===== src/rtl/vga_pkg.sv =====
// Timing defaults and the control word that travels down the scan-out alignment pipe.
// Defining VGA_PIXEL_DOUBLE_EN selects a 2x2 pixel-replicated image window.
package vga_pkg;

    localparam int DEF_H_ACTIVE = 640;
    localparam int DEF_H_FP     = 16;
    localparam int DEF_H_SYNC   = 96;
    localparam int DEF_H_BP     = 48;
    localparam int DEF_V_ACTIVE = 480;
    localparam int DEF_V_FP     = 10;
    localparam int DEF_V_SYNC   = 2;
    localparam int DEF_V_BP     = 33;

    localparam int DEF_IMG_W    = 256;
    localparam int DEF_IMG_H    = 256;
    localparam int DEF_IMG_X0   = 192;
    localparam int DEF_IMG_Y0   = 112;
    localparam int DEF_ADDR_W   = 17;
    localparam int DEF_READ_LAT = 1;
    localparam logic [7:0] DEF_BG_COLOR = 8'h00;

    localparam int H_TOTAL = DEF_H_ACTIVE + DEF_H_FP + DEF_H_SYNC + DEF_H_BP;
    localparam int V_TOTAL = DEF_V_ACTIVE + DEF_V_FP + DEF_V_SYNC + DEF_V_BP;

`ifdef VGA_PIXEL_DOUBLE_EN
    localparam int PIX_SCALE = 2;
`else
    localparam int PIX_SCALE = 1;
`endif

    typedef struct packed {
        logic hs;
        logic vs;
        logic active;
        logic inImg;
    } vga_ctrl_t;

    localparam vga_ctrl_t CTRL_IDLE = '{hs: 1'b1, vs: 1'b1, active: 1'b0, inImg: 1'b0};

    // End (exclusive) of a window starting at 'start', clipped to 'limit'.
    function automatic int clipEnd(input int start, input int len, input int limit);
        return (start + len < limit) ? start + len : limit;
    endfunction

endpackage


===== src/rtl/vga_timing.sv =====
// Horizontal/vertical raster counters with stage-0 decode of sync, active area,
// image window and the frame-start pulse.
module vga_timing
    import vga_pkg::*;
#(
    parameter int H_ACTIVE = DEF_H_ACTIVE,
    parameter int H_FP     = DEF_H_FP,
    parameter int H_SYNC   = DEF_H_SYNC,
    parameter int H_BP     = DEF_H_BP,
    parameter int V_ACTIVE = DEF_V_ACTIVE,
    parameter int V_FP     = DEF_V_FP,
    parameter int V_SYNC   = DEF_V_SYNC,
    parameter int V_BP     = DEF_V_BP,
    parameter int X_START  = DEF_IMG_X0,
    parameter int X_END    = DEF_IMG_X0 + DEF_IMG_W,
    parameter int Y_START  = DEF_IMG_Y0,
    parameter int Y_END    = DEF_IMG_Y0 + DEF_IMG_H
) (
    input  logic clk,
    input  logic reset,
    output logic hsRaw,
    output logic vsRaw,
    output logic active,
    output logic inImg,
    output logic frameStart
);

    localparam int H_TOT = H_ACTIVE + H_FP + H_SYNC + H_BP;
    localparam int V_TOT = V_ACTIVE + V_FP + V_SYNC + V_BP;
    localparam int HW    = $clog2(H_TOT);
    localparam int VW    = $clog2(V_TOT);

    localparam logic [HW-1:0] H_LAST    = HW'(H_TOT - 1);
    localparam logic [HW-1:0] H_VIS     = HW'(H_ACTIVE);
    localparam logic [HW-1:0] H_SYNC_ON = HW'(H_ACTIVE + H_FP);
    localparam logic [HW-1:0] H_SYNC_NO = HW'(H_ACTIVE + H_FP + H_SYNC);
    localparam logic [HW-1:0] IMG_L     = HW'(X_START);
    localparam logic [HW-1:0] IMG_R     = HW'(X_END);
    localparam logic [VW-1:0] V_LAST    = VW'(V_TOT - 1);
    localparam logic [VW-1:0] V_VIS     = VW'(V_ACTIVE);
    localparam logic [VW-1:0] V_SYNC_ON = VW'(V_ACTIVE + V_FP);
    localparam logic [VW-1:0] V_SYNC_NO = VW'(V_ACTIVE + V_FP + V_SYNC);
    localparam logic [VW-1:0] IMG_T     = VW'(Y_START);
    localparam logic [VW-1:0] IMG_B     = VW'(Y_END);

    logic [HW-1:0] hCntReg, hCntNext;
    logic [VW-1:0] vCntReg, vCntNext;
    logic          runReg;

    // runReg holds the raster at (0,0) for one idle cycle after reset so that the
    // first scanned pixel coincides with a clean frame-start pulse.
    always_ff @(posedge clk or negedge reset) begin
        if (!reset) begin
            hCntReg <= '0;
            vCntReg <= '0;
            runReg  <= 1'b0;
        end else begin
            hCntReg <= hCntNext;
            vCntReg <= vCntNext;
            runReg  <= 1'b1;
        end
    end

    always_comb begin
        hCntNext = hCntReg;
        vCntNext = vCntReg;
        if (runReg) begin
            if (hCntReg == H_LAST) begin
                hCntNext = '0;
                vCntNext = (vCntReg == V_LAST) ? '0 : vCntReg + 1'b1;
            end else begin
                hCntNext = hCntReg + 1'b1;
            end
        end
    end

    always_comb begin
        hsRaw      = 1'b1;
        vsRaw      = 1'b1;
        active     = 1'b0;
        inImg      = 1'b0;
        frameStart = 1'b0;
        if (runReg) begin
            active     = (hCntReg < H_VIS) && (vCntReg < V_VIS);
            hsRaw      = !((hCntReg >= H_SYNC_ON) && (hCntReg < H_SYNC_NO));
            vsRaw      = !((vCntReg >= V_SYNC_ON) && (vCntReg < V_SYNC_NO));
            inImg      = active && (hCntReg >= IMG_L) && (hCntReg < IMG_R)
                                && (vCntReg >= IMG_T) && (vCntReg < IMG_B);
            frameStart = (hCntReg == '0) && (vCntReg == '0);
        end
    end

endmodule


===== src/rtl/vga_scanout.sv =====
// VGA scan-out: raster timing, framebuffer address generation and sync/pixel alignment.
// Defining VGA_PIXEL_DOUBLE_EN maps each framebuffer pixel onto a 2x2 screen block.
module vga_scanout
    import vga_pkg::*;
#(
    parameter int H_ACTIVE = DEF_H_ACTIVE,
    parameter int H_FP     = DEF_H_FP,
    parameter int H_SYNC   = DEF_H_SYNC,
    parameter int H_BP     = DEF_H_BP,
    parameter int V_ACTIVE = DEF_V_ACTIVE,
    parameter int V_FP     = DEF_V_FP,
    parameter int V_SYNC   = DEF_V_SYNC,
    parameter int V_BP     = DEF_V_BP,
    parameter int IMG_W    = DEF_IMG_W,
    parameter int IMG_H    = DEF_IMG_H,
    parameter int IMG_X0   = DEF_IMG_X0,
    parameter int IMG_Y0   = DEF_IMG_Y0,
    parameter int ADDR_W   = DEF_ADDR_W,
    parameter int READ_LAT = DEF_READ_LAT,
    parameter logic [7:0] BG_COLOR = DEF_BG_COLOR
) (
    input  logic              clk,
    input  logic              reset,
    output logic [ADDR_W-1:0] address_vga,
    input  logic [7:0]        color,
    output logic [7:0]        vga_r,
    output logic [7:0]        vga_g,
    output logic [7:0]        vga_b,
    output logic              vga_hs,
    output logic              vga_vs,
    output logic              vga_blank_n,
    output logic              vga_sync_n,
    output logic              frame_start
);

    localparam int X_END  = clipEnd(IMG_X0, IMG_W * PIX_SCALE, H_ACTIVE);
    localparam int Y_END  = clipEnd(IMG_Y0, IMG_H * PIX_SCALE, V_ACTIVE);
    localparam int PIPE_D = READ_LAT + 1;

    logic      hsRaw, vsRaw, active, inImg;
    vga_ctrl_t ctrl0;

    vga_timing #(
        .H_ACTIVE(H_ACTIVE), .H_FP(H_FP), .H_SYNC(H_SYNC), .H_BP(H_BP),
        .V_ACTIVE(V_ACTIVE), .V_FP(V_FP), .V_SYNC(V_SYNC), .V_BP(V_BP),
        .X_START(IMG_X0), .X_END(X_END), .Y_START(IMG_Y0), .Y_END(Y_END)
    ) uTiming (
        .clk        (clk),
        .reset      (reset),
        .hsRaw      (hsRaw),
        .vsRaw      (vsRaw),
        .active     (active),
        .inImg      (inImg),
        .frameStart (frame_start)
    );

    assign ctrl0 = '{hs: hsRaw, vs: vsRaw, active: active, inImg: inImg};

    // Address generation: incremental row base plus column, no multiplier.
    logic [ADDR_W-1:0] rowBaseReg, colReg, addrReg;
    logic              prevInImgReg, colPhaseReg, rowPhaseReg;
    logic              lineEnd, colStep, rowStep;

    assign lineEnd = prevInImgReg && !inImg;

`ifdef VGA_PIXEL_DOUBLE_EN
    assign colStep = colPhaseReg;
    assign rowStep = rowPhaseReg;
`else
    assign colStep = 1'b1;
    assign rowStep = 1'b1;
`endif

    always_ff @(posedge clk or negedge reset) begin
        if (!reset) begin
            rowBaseReg   <= '0;
            colReg       <= '0;
            addrReg      <= '0;
            prevInImgReg <= 1'b0;
            colPhaseReg  <= 1'b0;
            rowPhaseReg  <= 1'b0;
        end else begin
            prevInImgReg <= inImg;
            addrReg      <= inImg ? rowBaseReg + colReg : '0;

            if (!inImg) begin
                colReg      <= '0;
                colPhaseReg <= 1'b0;
            end else begin
                colPhaseReg <= !colPhaseReg;
                if (colStep)
                    colReg <= colReg + 1'b1;
            end

            if (frame_start) begin
                rowBaseReg  <= '0;
                rowPhaseReg <= 1'b0;
            end else if (lineEnd) begin
                rowPhaseReg <= !rowPhaseReg;
                if (rowStep)
                    rowBaseReg <= rowBaseReg + ADDR_W'(IMG_W);
            end
        end
    end

    assign address_vga = addrReg;

    // Control pipe matching the address register plus the memory read latency.
    vga_ctrl_t pipeTap [PIPE_D+1];
    assign pipeTap[0] = ctrl0;

    generate
        for (genvar gi = 0; gi < PIPE_D; gi++) begin : gPipe
            vga_ctrl_t stageReg;
            always_ff @(posedge clk or negedge reset) begin
                if (!reset)
                    stageReg <= CTRL_IDLE;
                else
                    stageReg <= pipeTap[gi];
            end
            assign pipeTap[gi+1] = stageReg;
        end
    endgenerate

    vga_ctrl_t  ctrlOut;
    logic [7:0] pixNext, pixReg;
    logic       hsReg, vsReg, blankReg;

    assign ctrlOut = pipeTap[PIPE_D];

    always_comb begin
        pixNext = 8'h00;
        if (ctrlOut.inImg)
            pixNext = color;
        else if (ctrlOut.active)
            pixNext = BG_COLOR;
    end

    always_ff @(posedge clk or negedge reset) begin
        if (!reset) begin
            pixReg   <= 8'h00;
            hsReg    <= 1'b1;
            vsReg    <= 1'b1;
            blankReg <= 1'b0;
        end else begin
            pixReg   <= pixNext;
            hsReg    <= ctrlOut.hs;
            vsReg    <= ctrlOut.vs;
            blankReg <= ctrlOut.active;
        end
    end

    assign vga_r       = pixReg;
    assign vga_g       = pixReg;
    assign vga_b       = pixReg;
    assign vga_hs      = hsReg;
    assign vga_vs      = vsReg;
    assign vga_blank_n = blankReg;
    assign vga_sync_n  = 1'b0;

endmodule


===== config.mk =====
export PLATFORM = sky130hd
export DESIGN_NAME = vga_scanout
export DESIGN_NICKNAME = d
export VERILOG_FILES = /design/src/rtl/vga_pkg.sv /design/src/rtl/vga_timing.sv /design/src/rtl/vga_scanout.sv
export SDC_FILE = /design/constraint.sdc
export NUM_CORES = 1
export LEC_CHECK = 0
export CORE_MARGIN = 8
export CORE_UTILIZATION = 45
export CTS_CLUSTER_SIZE = 20
export DETAILED_ROUTE_END_ITERATION = 16
export PLACE_DENSITY_LB_ADDON = 0.08
export SLEW_MARGIN = 10
export SYNTH_ARGS = -nofsm -noshare
export SYNTH_HDL_FRONTEND = slang
export SYNTH_SLANG_ARGS = --single-unit

===== constraint.sdc =====
create_clock -name clk -period 1.75 [get_ports clk]
set_input_delay 0.35 -clock clk [delete_from_list [all_inputs] [get_ports clk]]
set_output_delay 0.35 -clock clk [all_outputs]
set_load 0.05 [all_outputs]

==> results.ini, run 1 <==
[layout]
final_cells=601
drive_gt1_share_pct=33.5
layout.nets=513
diodes=0
syn_to_final_growth_pct=32.3
fill_cells=741

[sta]
slew_viol_final=0
fin_crit_ns=2.25
slew_headroom_pct=57.0
grt_setup_unrepaired=true
setup_viol=18
max_freq_mhz=444
fin_ws_ns=-0.501
final_hold_viol_count=0
tightest_slew_ns=0.639
period_share_pct=129
finClkSkew_ns=0.00897
fin_setup_tns_ns=-2.68

[placement]
gp_congestion=0.814
io_buffers=54
preCtsSetupSlack_ns=-0.205
place.detailed.hpwl_mm=6.16
dp_cells=573

[run_status]
status=finished with violations
violations=negative setup slack

[floorplan]
start_util_pct=46.2
die_h_um=111
die_area_um2=12200
core_area_um2=8720
fp.dieW_um=111
rows=34
io_pins=56

[synthesis]
avgSynthCellArea_um2=10.5
ys.warnings.count=0
synth.area.top_cells=dfrtp_1, xnor2_1, nor2_1, ha_1, dfstp_2
syn-cell-area_um2=4030
synth_top_area_cell=dfrtp_1
synthTopCellsByCount=dfrtp_1, nor2_1, xnor2_1, nand2_1, buf_4
yosysMostFrequentCell=dfrtp_1
synth_top_area_share_pct=47.8
async_flop_share_pct=100
synth-seq-area-share_pct=51.7
yosys.cell_types.count=52
synth-seq-cells=83
synth-edff-count=0
syn_inst=385
synth_ff_type=dfrtp_1

[job]
cap_violations=0

[route]
drtIter0Drc=140
postRouteAntennaNets=0
via_count=3084
drc_errors=0
viasPerCell=5.13
wire_per_inst_um=14.5
first_pass_iters=4
wl_mm=8.69

[clock_network]
cts_buffers=9
clock-sinks=83
clk_latency_ns=0.35
cts_tree=yes
cts_buffer_depth=2
cts_root_buf=clkbuf_8
clkTransAtPathRegs_ns=0.08
htree_levels=3

[global_routing]
grt_pass1_vias=3050
grt_first_pass_wirelength_mm=14.9
antenna_found_initial=0
grt_usage_pct=14.5
grt_start_max_net_pins=33
gr-total-overflow=0

[worst_setup_path]
crit_path_end_kind=output port
cp.arrival_ns=1.90
criticalPathCategory=reg2out
path_max_fanout=2
worstPathRequired_ns=1.40
cp-start-kind=flip-flop

[min_path]
min_path_type=reg2reg

[pwr]
ir_worst_vdd_mv=0.392
power.density_nw_per_um2=777
power_leakage_nw=2.55

## cells by family after synthesis
family	synth area share [%]
multiplexers	1.02
AND/OR/NAND/NOR	19.9
other	0.186
flip-flops	51.7
AO/OA/AOI/OAI	7.01
XOR/XNOR	9.34
buffers and inverters	6.24
adder cells (fa/ha/maj)	4.65
## what timing repair did
item | in CTS | in global routing
setup buffers | 4 | 7
hold endpoints to repair | 23 | 0
pin swaps | 7 | 10
setup endpoints to repair | 25 | 36
hold buffers | 1 | 0
gates resized for setup | 14 | 28
## where the power goes
group	switching (mW)	leakage [nW]	internal (mW)
Sequential	0.0747	1.12	1.99
Combinational	0.265	1.33	0.286
Clock	0.680	0.111	0.845
## sequential cells by signal, summed over array words and instances (netlist names), 4 cells and up
name             count
address_vga         17
colReg              17
ctrlOut              4
gPipe.stageReg       4
rowBaseReg           9
uTiming.hCntReg     10
uTiming.vCntReg     10
vga_b                8
## critical path, cell delays in order (launching register included)
cell     delay [ns]
dfrtp_1        0.39
inv_2          0.06
ha_1           0.13
or4b_4         0.47
nor3_2         0.12
and4_4         0.26
buf_12         0.14
## layer usage
layer	share of wire (%)	routed length [um]	global-route usage (%)
met1	49	4300	19.6
met2	44	3810	21.2
met3	5.2	456	4.17
met4	1.5	129	5.68
met5	0	0	0
## cells in the final DEF, fill, tap and decap left out, types with 5 or more instances in the layout
cell             synthesis  final
dfstp_2                  6      6
and3_1                  12     11
nand2_1                 25     24
clkdlybuf4s50_1          0      8
buf_4                   20    105
a21oi_1                 14     10
xnor2_1                 26     26
o21ai_0                 13      7
clkbuf_8                 0     10
xor2_1                  17     17
nand3_1                  9      9
nand4_1                 13     13
dfrtp_1                 77     75
and2_1                   9      9
ha_1                    15     14
inv_1                    9      8
nor2_1                  51     49
o21ai_1                  0      5
buf_12                   0      5
## through the flow
stage	power, mW	instance area, um2	util [%]	hold slack (ns)
CTS	4.16	5190	59.5	0.359
detailed placement	2.56	4870	55.9	0.321
floorplan	2.32	4050	-	0.0544
global route	4.34	5340	61.2	0.357
finish	4.14	5340	61.2	0.355
global placement	2.55	4870	55.9	0.319
## final timing paths
kind	start	end	slack (ns)	depth (start not counted)
hold reg to reg	ctrlOut[1]$_DFF_PN0_	vga_blank_n$_DFF_PN0_	0.36	0
max in group asynchronous	reset	address_vga[9]$_DFF_PN0_	0.72	3
min in group asynchronous	reset	vga_b[4]$_DFF_PN0_	0.49	2
hold / removal	ctrlOut[1]$_DFF_PN0_	vga_blank_n$_DFF_PN0_	0.36	0
setup reg to reg	uTiming.vCntReg[0]$_DFFE_PN0P_	uTiming.vCntReg[0]$_DFFE_PN0P_	-0.32	9
setup / recovery	uTiming.vCntReg[0]$_DFFE_PN0P_	frame_start	-0.50	6
## area by class of cell
cell class / count / area [um2] / area share, %
clock buffers: 12 / 145 / 2.72
clock inverters: 4 / 73.8 / 1.38
inverters: 10 / 42.5 / 0.797
multi-input cells: 260 / 1810 / 34.0
flip-flops and latches: 83 / 2090 / 39.1
well taps: 108 / 135 / 2.53
repair buffers: 124 / 1040 / 19.5
(Power assumes the default switching activity.)
==> run 2: changes to the inputs <==
--- a/config.mk
+++ b/config.mk
@@ -7,6 +7,7 @@
 export LEC_CHECK = 0
 export CORE_MARGIN = 8
 export CORE_UTILIZATION = 45
+export CTS_CLUSTER_DIAMETER = 80
 export CTS_CLUSTER_SIZE = 20
 export DETAILED_ROUTE_END_ITERATION = 16
 export PLACE_DENSITY_LB_ADDON = 0.08
==> results of run 2 <==
Same layout as run 1: the final DEF is identical, and so are final timing and power.
